<file path="src/rtl/param_width_packer.sv">
// Narrow-to-wide packer: gathers RATIO beats of N_IN bits into one N_IN*RATIO-bit word.
// Optional partial-word flush is built in when the PACKER_FLUSH_EN macro is defined.
module param_width_packer #(
  parameter int unsigned N_IN      = 3,
  parameter int unsigned RATIO     = 4,
  parameter bit          MSB_FIRST = 1'b0
) (
  input  logic                         clk,
  input  logic                         rst,
  input  logic                         in_valid,
  output logic                         in_ready,
  input  logic [N_IN-1:0]              in_data,
  output logic                         out_valid,
  input  logic                         out_ready,
  output logic [N_IN*RATIO-1:0]        out_data,
  output logic [$clog2(RATIO+1)-1:0]   out_beats
`ifdef PACKER_FLUSH_EN
  ,
  input  logic                         flush
`endif
);

  localparam int unsigned N_OUT = N_IN * RATIO;
  localparam int unsigned CW    = $clog2(RATIO);
  localparam int unsigned BW    = $clog2(RATIO + 1);

  logic [CW-1:0]    cnt_q, cnt_d;
  logic [N_OUT-1:0] acc_q, acc_d;
  logic             out_valid_q, out_valid_d;
  logic [N_OUT-1:0] out_data_q, out_data_d;
  logic [BW-1:0]    out_beats_q, out_beats_d;

  logic             last_beat;
  logic             out_free;
  logic             in_accept;
  logic [N_OUT-1:0] merged;

  // Accumulator with the incoming beat dropped into the slot selected by cnt.
  always_comb begin
    merged = acc_q;
    for (int unsigned k = 0; k < RATIO; k++) begin
      if (CW'(k) == cnt_q) begin
        if (MSB_FIRST) begin
          merged[(RATIO-1-k)*N_IN +: N_IN] = in_data;
        end else begin
          merged[k*N_IN +: N_IN] = in_data;
        end
      end
    end
  end

  // Handshake: only the completing beat can be blocked by an unconsumed word.
  always_comb begin
    last_beat = (cnt_q == CW'(RATIO - 1));
    out_free  = !out_valid_q || out_ready;
`ifdef PACKER_FLUSH_EN
    in_ready  = (!last_beat || out_free) && !(flush && out_valid_q && !out_ready);
`else
    in_ready  = !last_beat || out_free;
`endif
    in_accept = in_valid && in_ready;
  end

  // Next-state: fill slots, complete words, release taken words, optional flush.
  always_comb begin
    cnt_d       = cnt_q;
    acc_d       = acc_q;
    out_valid_d = out_valid_q;
    out_data_d  = out_data_q;
    out_beats_d = out_beats_q;

    if (out_valid_q && out_ready) begin
      out_valid_d = 1'b0;
    end

    if (in_accept) begin
      if (last_beat) begin
        out_data_d  = merged;
        out_valid_d = 1'b1;
        out_beats_d = BW'(RATIO);
        cnt_d       = '0;
        acc_d       = '0;
      end else begin
        acc_d = merged;
        cnt_d = cnt_q + CW'(1);
`ifdef PACKER_FLUSH_EN
        if (flush && out_free) begin
          out_data_d  = merged;
          out_valid_d = 1'b1;
          out_beats_d = BW'(cnt_q) + BW'(1);
          cnt_d       = '0;
          acc_d       = '0;
        end
`endif
      end
    end
`ifdef PACKER_FLUSH_EN
    else if (flush && (cnt_q != '0) && out_free) begin
      out_data_d  = acc_q;
      out_valid_d = 1'b1;
      out_beats_d = BW'(cnt_q);
      cnt_d       = '0;
      acc_d       = '0;
    end
`endif
  end

  // State registers; reset discards any partial word.
  always_ff @(posedge clk or posedge rst) begin
    if (rst) begin
      cnt_q       <= '0;
      acc_q       <= '0;
      out_valid_q <= 1'b0;
      out_data_q  <= '0;
      out_beats_q <= '0;
    end else begin
      cnt_q       <= cnt_d;
      acc_q       <= acc_d;
      out_valid_q <= out_valid_d;
      out_data_q  <= out_data_d;
      out_beats_q <= out_beats_d;
    end
  end

  assign out_valid = out_valid_q;
  assign out_data  = out_data_q;
  assign out_beats = out_beats_q;

endmodule
</file>
<file path="config.mk">
export PLATFORM = sky130hd
export DESIGN_NAME = param_width_packer
export DESIGN_NICKNAME = d
export VERILOG_FILES = /design/src/rtl/param_width_packer.sv
export SDC_FILE = /design/constraint.sdc
export NUM_CORES = 1
export LEC_CHECK = 0
export ABC_AREA = 1
export ABC_CLOCK_PERIOD_IN_PS = 1200
export BUFFER_PORTS_ARGS = -buffer_cell sky130_fd_sc_hd__buf_2
export CORE_ASPECT_RATIO = 0.8
export CORE_UTILIZATION = 24
export DETAILED_ROUTE_END_ITERATION = 8
export PLACE_DENSITY_LB_ADDON = 0.1
export SETUP_SLACK_MARGIN = 0.02
export SLEW_MARGIN = 20
export SYNTH_ARGS = -nofsm -noshare
export SYNTH_HDL_FRONTEND = slang
export SYNTH_SLANG_ARGS = --single-unit
</file>
<file path="constraint.sdc">
create_clock -name clk -period 1.2 [get_ports clk]
set_input_delay 0.36 -clock clk [delete_from_list [all_inputs] [get_ports clk]]
set_output_delay 0.36 -clock clk [all_outputs]
set_load 0.005 [all_outputs]
</file>
==> impl_metrics.tcl <==
set metrics [dict create \
    cts.sinks 25 \
    ir_drop_uv 722 \
    maxCapViolations 0 \
    power-per-cell-area_nw_per_um2 2390 \
    placed_cells_incl_taps 231 \
    finalClockSkew_ns 0.00265 \
    cts_tree "built" \
    yosys.area.top_type "dfrtp_1" \
    r2r-end "out_data[2]" \
    cp.arrival_ns 1.04 \
    required_ns 0.84 \
    grt_max_degree 26 \
    r2r_start "cnt_q[0]" \
    min_period_ns 1.40 \
    synth_seq_area_share_pct 51.6 \
    grt_pass1_vias 1001 \
    final.fill_count 488 \
    async_flop_share_pct 100 \
    num_vias 1018 \
    rrSetupSlack_ns -0.16 \
    reg2reg_depth 6 \
    synth_cell_types 15 \
    drt_wl_total_mm 2.86 \
    grt_pass1_wl_mm 4.85 \
    rows 22 \
    yosys-top-cells-area "dfrtp_1, nand2_1, inv_1" \
    die_w_um 81.5 \
    final_cells 249 \
    fmax_mhz 714 \
    netlist_area_sq_um 1210 \
    n_antenna_cell 0 \
    yosysWarnings 0 \
    placed_area_sq_um 1430 \
    finalMaxSlewViolations 0 \
    synth_flop_cell "dfrtp_1" \
    path_clk_slew_ns 0.09 \
    antenna_found_initial 0 \
    hp-class "input port to async pin" \
    synth_edf_count 0 \
    finalHoldViolCount 0 \
    synth-seq-cells 25 \
    grt_usage_pct 12.2 \
    status "complete, but fails checks" \
    start_kind "flip-flop" \
    cts_hold_buf 0 \
    die_area_sq_um 5340 \
    final_cell_area_sq_um 1740 \
    violations "negative setup slack" \
    crit_fanout 3 \
    synth_top_area_share_pct 51.6 \
    fin_nets 201 \
    dp.final_hpwl_mm 1.88 \
    first_pass_iters 4 \
    setup_viol 27 \
    io_buffers 21 \
    root_buffer "clkbuf_8" \
    synth_area_per_cell_sq_um 8.19 \
    cts_buffer_depth 2 \
    wl_per_cell_um 11.5 \
    core-area_sq_um 4710 \
    io_pins 24 \
    start_util_pct 25.8 \
    area_growth_pct 43.3 \
    worst_slack_ns -0.200 \
    post-route-period-util_pct 117 \
    gp_congestion 0.738 \
    postSynthCellCount 148 \
    die_h_um 65.6 \
    cts_buffers 3 \
    h-tree-depth 1 \
    ys_top_cells_by_count "nand2_1, dfrtp_1, inv_1" \
    rsz0062_at_grt "yes" \
    drive_gt1_share_pct 36.0 \
    route.detailed.drc 0 \
    critical_path_class "flip-flop to output port" \
    synth.most_common_cell "nand2_1" \
    end_kind "output port" \
    clk_latency_ns 0.27 \
    viasPerCell 4.09 \
    drt_iter0_drc 37 \
    p_leak_nw 0.945 \
    gr-total-overflow 0 \
    antenna_left 0 \
]
cells by family (layout without fill, tap and decap cells):
logic type / Yosys count / after routing / synth area share (%)
and+or+nand+nor: 79 / 79 / 26.5
AOI/OAI and AO/OA: 12 / 12 / 6.50
DFF: 25 / 25 / 51.6
other: 1 / 2 / 0.309
buffers and inverters: 27 / 67 / 10.9
adders and majority gates: 4 / 4 / 4.13
metrics by stage:
step	util [%]	setup TNS [ns]	total power (W)	hold WS, ns	setup slack (ns)
2_1_floorplan	-	0	0.00243	0.387	0.0521
3_3_place_gp	30.3	-1.98	0.00295	0.432	-0.190
3_5_place_dp	30.3	-2.37	0.00298	0.441	-0.194
4_1_cts	35.4	-2.12	0.00401	0.140	-0.219
5_1_grt	36.9	-4.58	0.00459	0.159	-0.247
6_report	36.9	-2.43	0.00415	0.130	-0.200
cells in the final DEF, fill, tap and decap left out, types with 4 or more instances in the layout:
cell and instances:
buf_2 20, buf_4 14, dfrtp_1 25, ha_4 4, inv_1 16, nand2_1 58
nand2_2 4, nand3_1 10, o21ai_1 6, o21ai_2 5
final cells by class:
cell class                 count  area [sq um]  share of cell area [%]
clock inverter                 1          5.00                   0.288
inverter                      21          88.8                    5.11
multi-input combinational     97           543                    31.2
timing repair buffer          42           359                    20.7
clock buffer                   3          41.3                    2.38
tap                           60          75.1                    4.32
sequential                    25           626                    36.0
where the power goes:
group	internal, W	switching (W)	total [W]
Combinational	0.00112	0.00111	0.00223
Clock	0.000233	0.000283	0.000515
Sequential	0.00120	0.000199	0.00140
metal layers:
| metal | wire (um) | GRT usage (%) | share of wire [%] | vias up |
|---|---|---|---|---|
| li1 | - | - | - | 529 |
| met1 | 1450 | 16.8 | 51 | 466 |
| met2 | 1280 | 19.6 | 45 | 21 |
| met3 | 116 | 2.92 | 4.1 | 2 |
| met4 | 8 | 2.01 | 0.28 | 0 |
| met5 | 0 | 0 | 0 | - |
sequential cells by signal, indices dropped and copies added (netlist names):
| signal | count |
|---|---|
| cnt_q | 2 |
| out_valid | 1 |
| out_data | 12 |
| out_beats | 1 |
| acc_q | 9 |
critical path, stage by stage, from the launching register on:
cell     delay (ns)
dfrtp_1        0.42
ha_4           0.19
nand3_4        0.07
buf_6          0.10
timing repair:
item	in CTS	in global routing
buffers inserted	6	6
gates resized for setup	26	8
pin swaps	8	3
cloned	2	0
endpoints found under the setup margin	25	34
worst max-delay path by stage:
stage,cells past startpoint,end,startpoint
4_1_cts,3,in_ready,cnt_q[1]
3_5_place_dp,5,cnt_q[0],cnt_q[0]
2_1_floorplan,6,cnt_q[1],cnt_q[0]
3_3_place_gp,5,cnt_q[0],cnt_q[0]
5_1_grt,3,in_ready,cnt_q[0]
6_report,3,in_ready,cnt_q[0]
No activity file was read; power rests on OpenSTA's default activity.
